$ cat src/rtl/riscv_csr_pkg.sv
//------------------------------------------------------------------------------
// Module : riscv_csr_pkg
// Brief  : Shared constants for the machine counter CSRs: data widths and the
//          CSR addresses of mcycle/minstret, their user aliases and
//          mcountinhibit.
// Rev    : 1.0  initial release
//------------------------------------------------------------------------------
`default_nettype none

package riscv_csr_pkg;

    localparam int XLEN  = 32;
    localparam int CNT_W = 64;

    localparam logic [11:0] CSR_MCOUNTINHIBIT = 12'h320;

    localparam logic [11:0] CSR_MCYCLE    = 12'hB00;
    localparam logic [11:0] CSR_MINSTRET  = 12'hB02;
    localparam logic [11:0] CSR_MCYCLEH   = 12'hB80;
    localparam logic [11:0] CSR_MINSTRETH = 12'hB82;

    localparam logic [11:0] CSR_CYCLE     = 12'hC00;
    localparam logic [11:0] CSR_INSTRET   = 12'hC02;
    localparam logic [11:0] CSR_CYCLEH    = 12'hC80;
    localparam logic [11:0] CSR_INSTRETH  = 12'hC82;

endpackage : riscv_csr_pkg

`default_nettype wire

$ cat src/rtl/machine_counter_64.sv
//------------------------------------------------------------------------------
// Module : machine_counter_64
// Brief  : One 64-bit machine counter with conditional increment and
//          independent writes to its low and high 32-bit halves.
// Ports  : clk      in   clock
//          rst      in   asynchronous reset, active-high
//          inc_en   in   increment by one this edge
//          wr_lo    in   write wr_data into cnt[31:0] (increment suppressed)
//          wr_hi    in   write wr_data into cnt[63:32] (low carry discarded)
//          wr_data  in   32-bit write data
//          cnt      out  counter value (the register itself)
// Rev    : 1.0  initial release
//------------------------------------------------------------------------------
`default_nettype none

module machine_counter_64
    import riscv_csr_pkg::*;
(
    input  logic             clk,
    input  logic             rst,
    input  logic             inc_en,
    input  logic             wr_lo,
    input  logic             wr_hi,
    input  logic [XLEN-1:0]  wr_data,
    output logic [CNT_W-1:0] cnt
);

    logic [CNT_W-1:0] cnt_q;
    logic [CNT_W-1:0] cnt_d;
    logic [XLEN:0]    lo_sum;   // low half plus increment, with carry out

    always_comb begin
        lo_sum = {1'b0, cnt_q[XLEN-1:0]} + {{XLEN{1'b0}}, inc_en};
        cnt_d  = {cnt_q[CNT_W-1:XLEN] + {{(XLEN-1){1'b0}}, lo_sum[XLEN]},
                  lo_sum[XLEN-1:0]};
        if (wr_lo) begin
            // Low write replaces the increment entirely, so no carry is possible.
            cnt_d = {cnt_q[CNT_W-1:XLEN], wr_data};
        end else if (wr_hi) begin
            // High write wins over the carry; the low half still counts.
            cnt_d = {wr_data, lo_sum[XLEN-1:0]};
        end
    end

    always_ff @(posedge clk or posedge rst) begin
        if (rst) begin
            cnt_q <= '0;
        end else begin
            cnt_q <= cnt_d;
        end
    end

    assign cnt = cnt_q;

endmodule : machine_counter_64

`default_nettype wire

$ cat src/rtl/machine_counters.sv
//------------------------------------------------------------------------------
// Module : machine_counters
// Brief  : mcycle and minstret 64-bit counters with CSR write decode, read-only
//          user alias detection and a registered CSR read port.
// Ports  : clk_in               in   clock
//          rst_in               in   asynchronous reset, active-high
//          wr_en_in             in   CSR write strobe
//          rd_en_in             in   CSR read strobe
//          csr_addr_in[11:0]    in   CSR address (shared by read and write)
//          data_wr_in[31:0]     in   CSR write data
//          instret_inc_in       in   one instruction retired this cycle
//          mcountinhibit_cy_in  in   1 = freeze mcycle
//          mcountinhibit_ir_in  in   1 = freeze minstret
//          data_rd_out[31:0]    out  registered read data
//          rd_hit_out           out  registered: last read hit a counter CSR
//          illegal_wr_out       out  registered pulse: write to read-only alias
//          mcycle_out[63:0]     out  current mcycle
//          minstret_out[63:0]   out  current minstret
// Rev    : 1.0  initial release
//------------------------------------------------------------------------------
`default_nettype none

module machine_counters
    import riscv_csr_pkg::*;
#(
    parameter logic [11:0] MCYCLE    = CSR_MCYCLE,
    parameter logic [11:0] MINSTRET  = CSR_MINSTRET,
    parameter logic [11:0] MCYCLEH   = CSR_MCYCLEH,
    parameter logic [11:0] MINSTRETH = CSR_MINSTRETH,
    parameter logic [11:0] CYCLE     = CSR_CYCLE,
    parameter logic [11:0] CYCLEH    = CSR_CYCLEH,
    parameter logic [11:0] INSTRET   = CSR_INSTRET,
    parameter logic [11:0] INSTRETH  = CSR_INSTRETH
)(
    input  logic              clk_in,
    input  logic              rst_in,
    input  logic              wr_en_in,
    input  logic              rd_en_in,
    input  logic [11:0]       csr_addr_in,
    input  logic [XLEN-1:0]   data_wr_in,
    input  logic              instret_inc_in,
    input  logic              mcountinhibit_cy_in,
    input  logic              mcountinhibit_ir_in,
    output logic [XLEN-1:0]   data_rd_out,
    output logic              rd_hit_out,
    output logic              illegal_wr_out,
    output logic [CNT_W-1:0]  mcycle_out,
    output logic [CNT_W-1:0]  minstret_out
);

    // Address decode
    logic sel_mcycle_lo;
    logic sel_mcycle_hi;
    logic sel_minstret_lo;
    logic sel_minstret_hi;
    logic sel_alias;

    assign sel_mcycle_lo   = (csr_addr_in == MCYCLE);
    assign sel_mcycle_hi   = (csr_addr_in == MCYCLEH);
    assign sel_minstret_lo = (csr_addr_in == MINSTRET);
    assign sel_minstret_hi = (csr_addr_in == MINSTRETH);
    assign sel_alias       = (csr_addr_in == CYCLE)   || (csr_addr_in == CYCLEH) ||
                             (csr_addr_in == INSTRET) || (csr_addr_in == INSTRETH);

    // Counters
    logic [CNT_W-1:0] mcycle_cnt;
    logic [CNT_W-1:0] minstret_cnt;

    machine_counter_64 u_mcycle (
        .clk     (clk_in),
        .rst     (rst_in),
        .inc_en  (~mcountinhibit_cy_in),
        .wr_lo   (wr_en_in & sel_mcycle_lo),
        .wr_hi   (wr_en_in & sel_mcycle_hi),
        .wr_data (data_wr_in),
        .cnt     (mcycle_cnt)
    );

    machine_counter_64 u_minstret (
        .clk     (clk_in),
        .rst     (rst_in),
        .inc_en  (instret_inc_in & ~mcountinhibit_ir_in),
        .wr_lo   (wr_en_in & sel_minstret_lo),
        .wr_hi   (wr_en_in & sel_minstret_hi),
        .wr_data (data_wr_in),
        .cnt     (minstret_cnt)
    );

    // Read mux works on the pre-edge counter values, so a read that coincides
    // with a write to the same CSR returns the old contents.
    logic [XLEN-1:0] rd_data_sel;
    logic            rd_hit_sel;

    always_comb begin
        rd_data_sel = '0;
        rd_hit_sel  = 1'b1;
        case (csr_addr_in)
            MCYCLE,   CYCLE:    rd_data_sel = mcycle_cnt[XLEN-1:0];
            MCYCLEH,  CYCLEH:   rd_data_sel = mcycle_cnt[CNT_W-1:XLEN];
            MINSTRET, INSTRET:  rd_data_sel = minstret_cnt[XLEN-1:0];
            MINSTRETH,INSTRETH: rd_data_sel = minstret_cnt[CNT_W-1:XLEN];
            default:            rd_hit_sel  = 1'b0;
        endcase
    end

    // Registered read port and illegal-write pulse
    logic [XLEN-1:0] data_rd_q;
    logic [XLEN-1:0] data_rd_d;
    logic            rd_hit_q;
    logic            rd_hit_d;
    logic            illegal_wr_q;
    logic            illegal_wr_d;

    always_comb begin
        data_rd_d    = data_rd_q;
        rd_hit_d     = rd_hit_q;
        if (rd_en_in) begin
            data_rd_d = rd_data_sel;
            rd_hit_d  = rd_hit_sel;
        end
        illegal_wr_d = wr_en_in & sel_alias;
    end

    always_ff @(posedge clk_in or posedge rst_in) begin
        if (rst_in) begin
            data_rd_q    <= '0;
            rd_hit_q     <= 1'b0;
            illegal_wr_q <= 1'b0;
        end else begin
            data_rd_q    <= data_rd_d;
            rd_hit_q     <= rd_hit_d;
            illegal_wr_q <= illegal_wr_d;
        end
    end

    assign data_rd_out    = data_rd_q;
    assign rd_hit_out     = rd_hit_q;
    assign illegal_wr_out = illegal_wr_q;
    assign mcycle_out     = mcycle_cnt;
    assign minstret_out   = minstret_cnt;

endmodule : machine_counters

`default_nettype wire

$ cat config.mk
export PLATFORM = sky130hd
export DESIGN_NAME = machine_counters
export DESIGN_NICKNAME = d
export VERILOG_FILES = /design/src/rtl/riscv_csr_pkg.sv /design/src/rtl/machine_counter_64.sv /design/src/rtl/machine_counters.sv
export SDC_FILE = /design/constraint.sdc
export NUM_CORES = 1
export LEC_CHECK = 0
export CAP_MARGIN = 0
export CORE_UTILIZATION = 35
export DETAILED_ROUTE_END_ITERATION = 8
export MAX_ROUTING_LAYER = met4
export PLACE_DENSITY = 0.56
export SLEW_MARGIN = 20
export SYNTH_ARGS = -nofsm -noshare
export SYNTH_HDL_FRONTEND = slang
export SYNTH_HIERARCHICAL = 1
export SYNTH_SLANG_ARGS = --single-unit
$ cat constraint.sdc
create_clock -name clk_in -period 6.65 [get_ports clk_in]
set_input_delay 1.33 -clock clk_in [delete_from_list [all_inputs] [get_ports clk_in]]
set_output_delay 1.33 -clock clk_in [all_outputs]
set_load 0.01 [all_outputs]
==> results of run 1 <==
[layout make-up]
cell class                 instances  area [um2]
clock inverter                    11       128.9
sequential                       162        4054
multi-input combinational        798        5719
tap                              384       480.5
clock buffer                      20       446.7
timing repair buffer             228        2232
antenna                            3       7.507
fill                            2796       15590
inverter                          52       195.2
[per-layer routing]
layer,share of wire [%],track usage (%),up-vias,wire [um]
met1,46,37.81,4812,18020
met2,43,37.52,453,16970
met3,8.7,6.140,50,3439
met4,2.3,8.038,0,905
met5,0,-,-,0
li1,-,-,4405,-
[worst paths after layout]
check | startpoint | end | slack [ns] | cells after the start
max in group asynchronous | rst_in | u_minstret/cnt[11]$_DFF_PP0_ | 4.43 | 3
hold reg to reg | data_rd_out[3]$_DFFE_PP0P_ | data_rd_out[3]$_DFFE_PP0P_ | 0.52 | 2
setup reg to reg | u_minstret/cnt[12]$_DFF_PP0_ | u_minstret/cnt[60]$_DFFE_PP0N_ | 2.26 | 10
hold / removal | data_rd_out[3]$_DFFE_PP0P_ | data_rd_out[3]$_DFFE_PP0P_ | 0.52 | 2
setup / recovery | instret_inc_in | u_minstret/cnt[60]$_DFFE_PP0N_ | 1.61 | 15
min in group asynchronous | rst_in | data_rd_out[26]$_DFFE_PP0P_ | 1.41 | 3
[cells by family after synthesis]
logic type / after synthesis / share of synthesized area [%]
adder cells (fa/ha/maj): 8 / 0.9717
flip-flops: 162 / 39.35
XOR/XNOR: 59 / 5.016
AO/OA/AOI/OAI: 254 / 15.95
AND/OR/NAND/NOR: 398 / 21.47
buffers and inverters: 122 / 5.442
multiplexers: 79 / 11.79
[placed cells by master, fill, tap and decap left out, drive strengths merged, types with 33 or more instances in the layout]
master	instances
o21ai	105
nand4	49
mux2i	43
dfrtp	162
clkdlybuf4s50	210
inv	53
a21oi	33
o2111ai	33
nand3	57
nand2	114
nor2	64
xor2	42
[where the power goes]
group / leakage (nW) / switching, mW / internal (mW)
clock network: 0.277 / 0.439 / 0.564
logic: 2.79 / 0.162 / 0.174
registers: 2.21 / 0.0702 / 1.03
total: 5.27 / 0.671 / 1.77
[critical path, delay by kind of cell]
family	cells	cell delay [ns]
buffers and inverters	2	0.70
AO/OA/AOI/OAI	1	0.34
adder cells (fa/ha/maj)	4	0.88
AND/OR/NAND/NOR	8	2.12
[registers in the layout (all words and copies together) (netlist names)]
register        cells
data_rd_out        32
rd_hit_out          1
u_minstret/cnt     64
illegal_wr_out      1
u_mcycle/cnt       64
[stage by stage]
stage                     power, mW  cells  hold WS, ns
after floorplan               1.251   1082       0.5467
after global placement        1.446   1624       0.5058
after detailed placement      1.447   1624       0.5096
after CTS                     2.446   1655       0.5216
after global routing          2.513   1658       0.5390
final                         2.436   1658       0.5151
==> flow_metrics.tcl, run 1 <==
set metrics [dict create \
    endpoint_kind "flop" \
    start_util_pct 35.70 \
    layout.nets 1318 \
    postCtsSetupBuffers 0 \
    crit_type "in -> reg" \
    num_rows 62 \
    yosysTopAreaCellShare_pct 39.35 \
    num_vias 9720 \
    synth.area.top_cells "dfrtp_1, mux4_2, o21ai_0" \
    grt_pass1_wl_mm 58.95 \
    syn_nets 1141 \
    drt-pass1-iter-count 6 \
    syn_inst 1082 \
    hp-class "reg -> reg" \
    min_period_ns 5.041 \
    tightest_slew_ns 1.067 \
    die_x_um 173.6 \
    cap_violations 0 \
    routed_wirelength_mm 39.33 \
    vias_per_cell 5.862 \
    gp_congestion 0.8996 \
    crit_arrival_ns 5.36 \
    numPortBuffers 212 \
    clockRootBuffer "clkbuf_16" \
    clkLatencyLatePin_ns 0.44 \
    synth-edff-count 0 \
    path_cells "clkdlybuf4s50_1 -> nor2b_1 -> ha_1 -> ha_1 -> nand3_1 -> nor4_4 -> buf_4 -> nand2_1 -> nor2_1 -> ha_1 -> ha_1 -> nand3_1 -> nor4_2 -> nand3_1 -> a211o_1" \
    core_um2 28860 \
    report.final.slew_viol_count 0 \
    path_common_cell "ha_1" \
    setup_ws_ns 1.609 \
    cpPeakStageDelay_ns 0.81 \
    yosysWarnings 6 \
    synthArstFlopShare_pct 100.0 \
    outcome "completed" \
    grt_max_degree 102 \
    cts_buffers 17 \
    dp_hpwl_mm 27.96 \
    syn_area_um2 10300 \
    globalRouteTotalUtil_pct 26.68 \
    ys_types 75 \
    post-route-drc-count 0 \
    start_kind "primary input" \
    vdd_drop_max_uv 178.3 \
    drtAntennaViolNets 0 \
    drive_gt1_share_pct 8.891 \
    dieArea_um2 30120 \
    hold_viol 0 \
    post-route-util_pct 45.96 \
    setup_viol 0 \
    cp_slowest_cell "nor4_2" \
    antenna_found_initial 3 \
    relSlewSlack_pct 28.27 \
    avgSynthCellArea_um2 9.520 \
    power.leakage_nw 5.273 \
    yosys-top-cells-count "dfrtp_1, nand2_1, o21ai_0, nor2_1, nand3_1" \
    synthMostInstantiatedCell "dfrtp_1" \
    fin_area_um2 13260 \
    synth_seq_cells 162 \
    area_delta_synth_final_pct 28.76 \
    die_h_um 173.6 \
    drtIter0Drc 1010 \
    cts.clk_slew.worst_paths_ns 0.07 \
    tns_ns 0 \
    post-place-ws_ns 1.254 \
    overflow 0 \
    cp.required_ns 6.97 \
    cts_tree "done" \
    clock_skew_ns 0.01478 \
    rsz0062_at_grt "false" \
    clock-sinks 162 \
    worstPathMaxFanout 10 \
    post_drt_wl_per_cell_um 23.72 \
    clk_path_buf_depth 2 \
    power.density_nw_per_um2 183.7 \
    yosys_most_used_dff "dfrtp_1" \
    dpl-instance-area_um2 12680 \
    fmax_mhz 198.4 \
    grt_pass1_vias 9276 \
    synth_top_area_cell "dfrtp_1" \
    ys_seq_area_share_pct 39.35 \
    boundaryPins 213 \
    finalCritPeriodShare_pct 75.80 \
    ctsHoldBuffers 0 \
    h-tree-depth 4 \
    cts_resized 0 \
]
Note: power is estimated with default switching activity, not from simulation.
==> run 2, diff against run 1 <==
==> constraint.sdc (replaced) <==
create_clock -name clk_in -period 5.15 [get_ports clk_in]
set_input_delay 1.03 -clock clk_in [delete_from_list [all_inputs] [get_ports clk_in]]
set_output_delay 1.03 -clock clk_in [all_outputs]
set_load 0.01 [all_outputs]
==> run 2 against run 1 <==
Power up 33%. Worst setup slack worse by 0.64 ns. First-iteration DRC count up 7.8%. Hold slack better by 0.0018 ns. Critical path depth unchanged. Sequential share of layout area down 0.21 points. Non-clock buffer count up 5. Die area unchanged.
==> flow_metrics.tcl, run 2 (synthesis results as in run 1) <==
set metrics [dict create \
    cp.required_ns 5.46 \
    path_common_cell "ha_1" \
    start_kind "primary input" \
    overflow 0 \
    numPortBuffers 212 \
    h-tree-depth 4 \
    path_cells "clkdlybuf4s50_1 -> nor2b_1 -> ha_1 -> ha_1 -> nand3_1 -> nor4_4 -> nand2_1 -> nor2_1 -> ha_1 -> ha_1 -> nand3_1 -> nor4_2 -> buf_4 -> nand3_1 -> o311ai_0" \
    relSlewSlack_pct 34.63 \
    critical_path.top_delay_family "simple AND/OR/NAND/NOR gates" \
    clkPwrFrac_pct 43.0 \
    dp_hpwl_mm 28.44 \
    globalRouteTotalUtil_pct 26.73 \
    cap_violations 0 \
    rsz0062_at_grt "false" \
    antennaDiodeCount 0 \
    crit_buf_inv 2 \
    drtIter0Drc 1089 \
    ff2ff_path_depth 12 \
    clkLatencyLatePin_ns 0.44 \
    outcome "completed" \
    crit_type "in -> reg" \
    finalCritPeriodShare_pct 81.12 \
    grt_pass1_vias 9251 \
    grt_max_degree 100 \
    layout.nets 1323 \
    post-route-drc-count 0 \
    die_x_um 173.6 \
    core_um2 28860 \
    dpl-instance-area_um2 12730 \
    cts_tree "done" \
    hold_viol 0 \
    combPwrFrac_pct 13.3 \
    die_h_um 173.6 \
    drt-pass1-iter-count 5 \
    fmax_mhz 239.4 \
    postCtsSetupBuffers 0 \
    tightest_slew_ns 0.9806 \
    swShare_pct 26.50 \
    vdd_drop_max_uv 208.8 \
    min_period_ns 4.178 \
    power.density_nw_per_um2 242.1 \
    seqPwrFrac_pct 43.7 \
    clk_path_buf_depth 2 \
    cts.clk_slew.worst_paths_ns 0.07 \
    endpoint_kind "flop" \
    dieArea_um2 30120 \
    start_util_pct 35.70 \
    drtAntennaViolNets 0 \
    hold_ws_ns 0.5169 \
    cp_slowest_cell "clkdlybuf4s50_1" \
    hp-class "reg -> reg" \
    report.final.slew_viol_count 0 \
    post_drt_wl_per_cell_um 23.54 \
    tns_ns 0 \
    num_rows 62 \
    power.leakage_nw 5.325 \
    num_vias 9766 \
    crit_arrival_ns 4.49 \
    clock_skew_ns 0.01329 \
    p_sw_mw 0.8568 \
    clock-sinks 162 \
    whs_path_depth 2 \
    cpPeakStageDelay_ns 0.44 \
    setup_viol 0 \
    vias_per_cell 5.883 \
    cts_resized 0 \
    antenna_found_initial 1 \
    ctsHoldBuffers 0 \
    area_delta_synth_final_pct 29.65 \
    boundaryPins 213 \
    gp_congestion 0.9129 \
    intPower_mw 2.377 \
    grt_pass1_wl_mm 58.84 \
    drive_gt1_share_pct 9.326 \
    crit_cells 15 \
    final_common_cell "clkdlybuf4s50_1" \
    clockRootBuffer "clkbuf_16" \
    worstPathMaxFanout 9 \
    cts_buffers 17 \
    fin_area_um2 13360 \
    routed_wirelength_mm 39.07 \
    final_cell_mix "clkdlybuf4s50_1, dfrtp_1, nand2_1, o21ai_0, nor2_1" \
]
==> run 2: through the flow <==
stage          utilization, %  std cells  power (mW)  setup WS (ns)
2_1_floorplan               -       1082       1.616          1.051
3_3_place_gp            44.12       1629       1.863         0.7239
3_5_place_dp            44.12       1629       1.864         0.5758
4_1_cts                 46.28       1660       3.255          1.021
5_1_grt                 46.28       1660       3.346         0.6501
6_report                46.28       1660       3.233         0.9721
==> run 2: final cells by class <==
class / instances / area, um2
fillers: 2773 / 15500
multi-input cells: 798 / 5719
flip-flops and latches: 162 / 4054
repair buffers: 233 / 2282
well taps: 384 / 480.5
clock buffers: 19 / 442.9
inverters: 52 / 196.4
clock inverters: 12 / 180.2
==> run 2: final timing paths <==
path                                              startpoint                              to  slack (ns)
max in group asynchronous                             rst_in  u_minstret/cnt[54]$_DFFE_PP0N_        3.06
min in group asynchronous                             rst_in    u_minstret/cnt[29]$_DFF_PP0_        1.06
worst min-delay path             data_rd_out[22]$_DFFE_PP0P_     data_rd_out[22]$_DFFE_PP0P_        0.52
worst max-delay path                          instret_inc_in  u_minstret/cnt[62]$_DFFE_PP0N_        0.97
worst min register to register   data_rd_out[22]$_DFFE_PP0P_     data_rd_out[22]$_DFFE_PP0P_        0.52
worst max register to register  u_minstret/cnt[14]$_DFF_PP0_  u_minstret/cnt[62]$_DFFE_PP0N_        1.58
==> run 2: per-layer routing <==
layer  GRT usage, %  up-vias  wire, um
li1               -     4419         -
met1          37.21     4808     17290
met2          37.17      473     16750
met3          7.083       66      3909
met4          9.218        0      1117
met5              -        -         0
==> run 2: power groups by stage <==
stage	combinational, mW	sequential [mW]	clock [mW]
after CTS	0.429	1.41	1.41
after global placement	0.426	1.44	0
after global routing	0.458	1.42	1.47
final	0.431	1.41	1.39
after detailed placement	0.428	1.44	0
after floorplan	0.180	1.44	0
==> run 2: worst register-to-register path: cells and delay by family, from the launching register on <==
kind	cells	cell delay, ns
compound gates	1	0.38
fa+ha+maj	2	0.48
buf+inv	2	0.46
flops	1	0.55
simple gates	7	1.57
